--- config.mk ---
export PLATFORM = sky130hd
export DESIGN_NAME = out_txn_sequencer
export DESIGN_NICKNAME = d
export VERILOG_FILES = /design/src/rtl/usb_pkg.sv /design/src/rtl/txn_timeout_timer.sv /design/src/rtl/out_txn_sequencer.sv
export SDC_FILE = /design/constraint.sdc
export NUM_CORES = 1
export LEC_CHECK = 0
export ABC_AREA = 1
export CORE_MARGIN = 5
export CORE_UTILIZATION = 42
export CTS_CLUSTER_SIZE = 28
export DETAILED_ROUTE_END_ITERATION = 10
export GPL_TIMING_DRIVEN = 0
export PLACE_DENSITY = 0.79
export SYNTH_ARGS = -nofsm -noshare
export SYNTH_HDL_FRONTEND = slang
export SYNTH_SLANG_ARGS = --single-unit
export TNS_END_PERCENT = 50
--- constraint.sdc ---
create_clock -name clock -period 1.5 [get_ports clock]
set_input_delay 0.45 -clock clock [delete_from_list [all_inputs] [get_ports clock]]
set_output_delay 0.45 -clock clock [all_outputs]
set_load 0.05 [all_outputs]
--- src/rtl/usb_pkg.sv ---
// rtl/usb_pkg.sv - shared PID constants and host OUT transaction state encoding
package usb_pkg;

    typedef logic [3:0] pid_t;

    localparam pid_t PID_ACK   = 4'b0010;
    localparam pid_t PID_NAK   = 4'b1010;
    localparam pid_t PID_STALL = 4'b1110;

    typedef enum logic [2:0] {
        IDLE    = 3'd0,
        TOKEN   = 3'd1,
        DATA    = 3'd2,
        WAIT_HS = 3'd3,
        RETRY   = 3'd4,
        DONE    = 3'd5
    } txn_state_t;

endpackage

--- src/rtl/txn_timeout_timer.sv ---
// rtl/txn_timeout_timer.sv - handshake wait timer, expires on its TIMEOUT_CYC-th enabled cycle
module txn_timeout_timer #(
    parameter int TIMEOUT_CYC = 255
) (
    input  logic clock,
    input  logic reset_n,
    input  logic clr,
    input  logic en,
    output logic expired
);

    localparam int TIMEOUT_W = $clog2(TIMEOUT_CYC + 1);
    localparam logic [TIMEOUT_W-1:0] LAST = TIMEOUT_W'(TIMEOUT_CYC - 1);

    logic [TIMEOUT_W-1:0] count;

    // Count enabled cycles from zero; hold at the last value so a stalled consumer never sees a wrap.
    always_ff @(posedge clock or negedge reset_n) begin
        if (!reset_n) begin
            count <= '0;
        end else if (clr) begin
            count <= '0;
        end else if (en && !expired) begin
            count <= count + TIMEOUT_W'(1);
        end
    end

    // The cycle whose count equals TIMEOUT_CYC-1 is the last one of the wait window.
    assign expired = en && (count == LAST);

endmodule

--- src/rtl/out_txn_sequencer.sv ---
// rtl/out_txn_sequencer.sv - host OUT transaction sequencer (TOKEN, DATA0, handshake, retry); option TXN_STALL_ABORT_EN
module out_txn_sequencer
    import usb_pkg::*;
#(
    parameter int MAX_RETRY   = 8,
    parameter int TIMEOUT_CYC = 255
) (
    input  logic        clock,
    input  logic        reset_n,
    input  logic        txn_start,
    input  logic [3:0]  txn_endp,
    input  logic [63:0] txn_data,
    output logic        busy,
    output logic        txn_done,
    output logic        txn_success,
    output logic [3:0]  attempts,
    output logic        send_OUT,
    output logic        send_DATA0,
    output logic [3:0]  endp,
    output logic [63:0] data,
    input  logic        out_done,
    input  logic        rx_pid_valid,
    input  logic [3:0]  rx_pid,
    input  logic        rx_error
);

    localparam logic [3:0] RETRY_LIMIT = 4'(MAX_RETRY);

    txn_state_t state;
    txn_state_t state_nxt;

    logic accept;
    logic timer_clr;
    logic timer_en;
    logic timer_expired;
    logic hs_ack;
    logic hs_abort;
    logic hs_retry;

    assign accept    = (state == IDLE) && txn_start;
    assign timer_en  = (state == WAIT_HS);
    // Timer restarts as the DATA packet completes so WAIT_HS always starts from zero.
    assign timer_clr = (state == DATA) && out_done;

    txn_timeout_timer #(
        .TIMEOUT_CYC (TIMEOUT_CYC)
    ) u_timer (
        .clock   (clock),
        .reset_n (reset_n),
        .clr     (timer_clr),
        .en      (timer_en),
        .expired (timer_expired)
    );

    // Classify the handshake cycle; a decoded PID takes priority over error or timeout.
    always_comb begin
        hs_ack   = 1'b0;
        hs_abort = 1'b0;
        hs_retry = 1'b0;
        if (rx_pid_valid) begin
            if (rx_pid == PID_ACK) begin
                hs_ack = 1'b1;
`ifdef TXN_STALL_ABORT_EN
            end else if (rx_pid == PID_STALL) begin
                hs_abort = 1'b1;
`endif
            end else begin
                hs_retry = 1'b1;
            end
        end else if (rx_error || timer_expired) begin
            hs_retry = 1'b1;
        end
    end

    // Next-state decode for one transaction; stray inputs outside their states fall through.
    always_comb begin
        state_nxt = state;
        case (state)
            IDLE:    if (txn_start) state_nxt = TOKEN;
            TOKEN:   if (out_done)  state_nxt = DATA;
            DATA:    if (out_done)  state_nxt = WAIT_HS;
            WAIT_HS: begin
                if (hs_ack || hs_abort) begin
                    state_nxt = DONE;
                end else if (hs_retry) begin
                    state_nxt = RETRY;
                end
            end
            RETRY:   state_nxt = (attempts >= RETRY_LIMIT) ? DONE : TOKEN;
            DONE:    state_nxt = IDLE;
            default: state_nxt = IDLE;
        endcase
    end

    // State register; an asynchronous reset abandons any transaction without a txn_done.
    always_ff @(posedge clock or negedge reset_n) begin
        if (!reset_n) begin
            state <= IDLE;
        end else begin
            state <= state_nxt;
        end
    end

    // Sender strobes fire once, in the first cycle of TOKEN or DATA.
    always_ff @(posedge clock or negedge reset_n) begin
        if (!reset_n) begin
            send_OUT   <= 1'b0;
            send_DATA0 <= 1'b0;
        end else begin
            send_OUT   <= (state_nxt == TOKEN) && (state != TOKEN);
            send_DATA0 <= (state_nxt == DATA)  && (state != DATA);
        end
    end

    // Endpoint and payload are captured on accept and stay put for every retry.
    always_ff @(posedge clock or negedge reset_n) begin
        if (!reset_n) begin
            endp <= '0;
            data <= '0;
        end else if (accept) begin
            endp <= txn_endp;
            data <= txn_data;
        end
    end

    // Attempt counter: cleared on accept, bumped in the first TOKEN cycle (marked by send_OUT).
    always_ff @(posedge clock or negedge reset_n) begin
        if (!reset_n) begin
            attempts <= '0;
        end else if (accept) begin
            attempts <= '0;
        end else if ((state == TOKEN) && send_OUT) begin
            attempts <= attempts + 4'd1;
        end
    end

    // Outcome flag: only an ACK handshake marks success; retry exhaustion or STALL leave it low.
    always_ff @(posedge clock or negedge reset_n) begin
        if (!reset_n) begin
            txn_success <= 1'b0;
        end else if (accept) begin
            txn_success <= 1'b0;
        end else if ((state == WAIT_HS) && (state_nxt == DONE)) begin
            txn_success <= hs_ack;
        end
    end

    assign busy     = (state != IDLE);
    assign txn_done = (state == DONE);

endmodule

# Yosys cells after proc, flatten, opt, wreduce, memory -nomap -nowiden
# Cells that the tools add are included.
# word_totals
output_inout_bits	77
wordCells	56
regBits	86
# classes
n_reduce_logical	15
mux	18
n_lt_le_gt_ge	1
addsub	2
eq_ne	12
# op_table
operator	n
$mux W3	6
$mux W8	2
$pmux W3 S5	1
$eq A3 B2 Y1 const B	3
$eq A3 B3 Y1 const B	3
$add A8 B1 Y8 const B	1
$eq A8 B8 Y1 const B	1
$logic_and A1 B1 Y1	8
$mux W4	2
$mux W1	7
$eq A3 B1 Y1 const B	2
$reduce_bool A2 Y1	3
$add A4 B1 Y4 const B	1
$eq A4 B2 Y1 const B	1
$ge A4 B4 Y1 const B	1
$logic_not A3 Y1	1
$ne A3 B1 Y1 const B	1
$ne A3 B2 Y1 const B	1
$reduce_bool A3 Y1	1
$logic_not A1 Y1	1
$logic_or A1 B1 Y1	1

# Depth between registers and ports, before layout
# depth
word_depth	12
mapped_depth	11
mapped_depth_nobuf	11

# Modules after synthesis
# A second synthesis with hierarchy kept.
# unflattened
cells_unflattened	434
area_unflattened_um2	3648.5
# modules_own_cells
mod	area_each_um2	seq_area_each_um2	cells_per_inst	instances
out_txn_sequencer	3114.2	1951.9	362	1
txn_timeout_timer	534.3	200.2	72	1

# Worst setup path before layout
# No wires, ideal clock.
# synth_path
path_kind	reg-to-output
startpoint	register state[2]
endpoint	output txn_done
t_required_ns	1.050
arrival_time_ns	1.175
setup_slack_ns	-0.125
stages_incl_launch_ff	3
path_cell_list	dfrtp_1 > inv_2 > nor2_1
# synth_via
elab_chain_cells	1
# synth_lines
item	line	rtl
start, declared	out_txn_sequencer.sv:29	txn_state_t state;
start signal, assigned	out_txn_sequencer.sv:100	state <= state_nxt;
$eq A3 B3 Y1	out_txn_sequencer.sv:149	assign txn_done = (state == DONE);
end, declared	out_txn_sequencer.sv:14	output logic txn_done,
# Every way passes these cells.

# Worst setup path after layout
# layout_path
startpoint	register state[1]
endpoint	output busy
# layout_via
elab_chain_cells	1
# layout_lines
item	line	rtl
$reduce_bool A3 Y1	out_txn_sequencer.sv:148	assign busy = (state != IDLE);
end, declared	out_txn_sequencer.sv:13	output logic busy,
# Every way passes these cells.

==> impl_metrics.csv <==
group,metric,value,unit
power,seqPwrFrac,30.2,%
sta,skew,0.00964,ns
sta,timing.fmax,0.615,GHz
global_route,grt-ovfl-total,0,
sta,fin_tns_setup,-0.254,ns
run_status,violations,"negative setup slack",
drt,drt_iter0_markers,101,
place,io_buffers,154,
power,combPwrFrac,57.9,%
power,power.density,2430,nW/um2
layout,antennaDiodeCount,0,
clock_network,cts_max_level,3,
layout,area_growth,50.0,%
critical_path,cp-end-kind,"primary output",
power,clkPwrFrac,11.9,%
sta,post-route-period-util,108,%
run_status,status,"complete, but fails checks",
drt,dr.pass1.iters,4,
sta,layout_setup_ws,-0.126,ns
drt,drc,0,
floorplanning,die_y,102,um
drt,via_per_inst,4.67,
global_route,track_usage,19.7,%
clock_network,cts_sinks,86,
clock_network,cts.clk_slew.worst_paths,0.08,ns
sta,worstMarginPinSlew,0.573,ns
critical_path,crit_type,"reg2out",
clock_network,clk_latency,0.35,ns
power,switching_share,52.9,%
place,hpwl,7320,um
sta,slew_violations,0,
power,leakage,0.00283,uW
floorplanning,die_x,102,um
drt,routed_wl,10100,um
yosys,ys_warn_count,0,
critical_path,crit_required,1.05,ns
power,switching_power,6800,uW
drt,ant_nets,0,
clock_network,holdBufCountCts,0,
critical_path,cp_max_fo,3,
sta,finalHoldViolations,0,
global_route,grt_pass1_vias,3306,
yosys,syn-cell-area,3520,um2
global_route,grt_max_degree,46,
layout,fin_util,64.3,%
clock_network,clockBufferDepth,2,
floorplanning,fp-row-count,33,
drt,vias,3273,
floorplanning,die_area,10300,um2
critical_path,cp_data_arrival_time,1.18,ns
yosys,synth_seq_cells,86,
power,ir_worst_vdd,0.00136,V
flow_run,drv_cap,0,
floorplanning,initial_core_util,42.9,%
sta,relSlewSlack,61.8,%
sta,rsz0062_at_grt,"true",
sta,finalCriticalPeriod,1.63,ns
yosys,synth_cells,414,
floorplanning,ioPinCount,155,
place,routabilityCongestion,0.828,
layout,final_common_cell,"nand2_1",
power,intPower,6060,uW
layout,final_cell_mix,"nand2_1, dfrtp_1, clkdlybuf4s50_1",
layout,final_layout_size_suffix_gt1_share,24.8,%
floorplanning,core_area,8220,um2
yosys,syn_avg_cell_area,8.51,um2
layout,finalNetCount,675,
critical_path,crit_path_start_kind,"flip-flop",
drt,routedWlPerCell,14.4,um
clock_network,cts_inserted_buffers,9,
clock_network,root_buffer,"clkbuf_8",
global_route,grt_antenna_before_repair,0,
hold_path,hp-class,"in2async",
sta,finalSetupViolCount,3,
yosys,ys_types,23,
clock_network,cts_tree,"done",
global_route,grt_pass1_wl,15900,um
yosys,synth_fp_nets,496,
yosys,yosysSeqAreaShare,61.1,%
routing by layer:
| metal | global-route usage (%) | vias to the layer above | wire length [um] |
|---|---|---|---|
| li1 | - | 1623 | - |
| met5 | 0 | - | 0 |
| met2 | 33.3 | 111 | 5020 |
| met3 | 5.65 | 14 | 796 |
| met4 | 7.57 | 0 | 184 |
| met1 | 23.9 | 1525 | 4090 |
state kept, by name (all words and copies together), names as in the netlist:
register and count:
state 3, attempts 4, endp 4, u_timer.count 8
send_DATA0 1, send_OUT 1, data 64, txn_success 1
what timing repair did:
item / CTS / global route
resized for setup: 390 / 64
hold endpoints to repair: 0 / 0
pin swaps: 1 / 7
endpoints found under the setup margin: 148 / 88
setup buffers: 4 / 9
stage by stage:
step / instance area (um2) / instances / setup WS, ns / power, uW / hold WS [ns]
after global placement: 5200 / 673 / -3.09 / 11500 / 0.462
after detailed placement: 5230 / 674 / -0.410 / 11700 / 0.464
final: 5290 / 701 / -0.126 / 12900 / 0.0911
after CTS: 5100 / 692 / -0.120 / 12500 / 0.102
after global routing: 5290 / 701 / -0.201 / 13700 / 0.124
after floorplan: 3530 / 414 / 0.0969 / 8900 / 0.154
path summary, 6_finish.rpt:
| kind | to | cells past startpoint | slack, ns | start |
|---|---|---|---|---|
| max in group asynchronous | attempts[0] | 2 | 0.79 | reset_n |
| min in group clock | data[19] | 2 | 0.48 | data[19] |
| setup reg to reg | data[58] | 7 | 0 | state[1] |
| setup / recovery | busy | 3 | -0.13 | state[1] |
| hold reg to reg | data[19] | 2 | 0.48 | data[19] |
| hold / removal | u_timer.count[2] | 1 | 0.09 | reset_n |
power by group through the flow:
stage          sequential [uW]  clock, uW  combinational (uW)
6_report                  3890       1530                7450
5_1_grt                   4020       1670                7970
4_1_cts                   3870       1580                7100
3_5_place_dp              3940          0                7790
3_3_place_gp              3890          0                7650
2_1_floorplan             7090          0                1810
logic make-up (layout without fill, tap and decap cells):
family                   count (synthesis)  after routing  synth area share, %
adder cells (fa/ha/maj)                  4              4                 1.42
XOR/XNOR                                 2              2                0.497
AO/OA/AOI/OAI                           19             19                 2.91
AND/OR/NAND/NOR                        266            266                 29.7
buffers and inverters                   37            219                 4.44
flip-flops                              86             86                 61.1
worst max-delay path, stage by stage, from the launching register on:
cell and delay [ns]:
dfrtp_1 0.42, nor2_2 0.17, nand2_1 0.08, buf_6 0.16
final cells by class:
type,count,area (um2)
fill,716,2930
sequential,86,2150
timing repair buffer,168,1320
multi-input combinational,291,1280
buffer,15,138
tap,105,131
clock buffer,9,124
inverter,22,92.6
clock inverter,5,52.6
synth_stat cells:
master	n	area, um2
o21ai_1	3	15.0
xor2_1	2	17.5
o21a_1	1	7.51
dfrtp_1	86	2150
a21oi_1	9	45.0
nand3_1	10	50.1
nor2_4	1	11.3
nand2_1	229	860
clkbuf_1	5	18.8
nor3_1	4	20.0
a21boi_1	1	7.51
buf_2	8	40.0
o21ai_0	4	20.0
inv_2	6	22.5
buf_4	2	15.0
and3_1	1	6.26
o31ai_1	1	7.51
nor2_1	16	60.1
nand2_2	1	6.26
inv_1	16	60.1
ha_1	4	50.1
nand3_2	2	20.0
nand4_1	2	12.5
(Power assumes the default switching activity.)
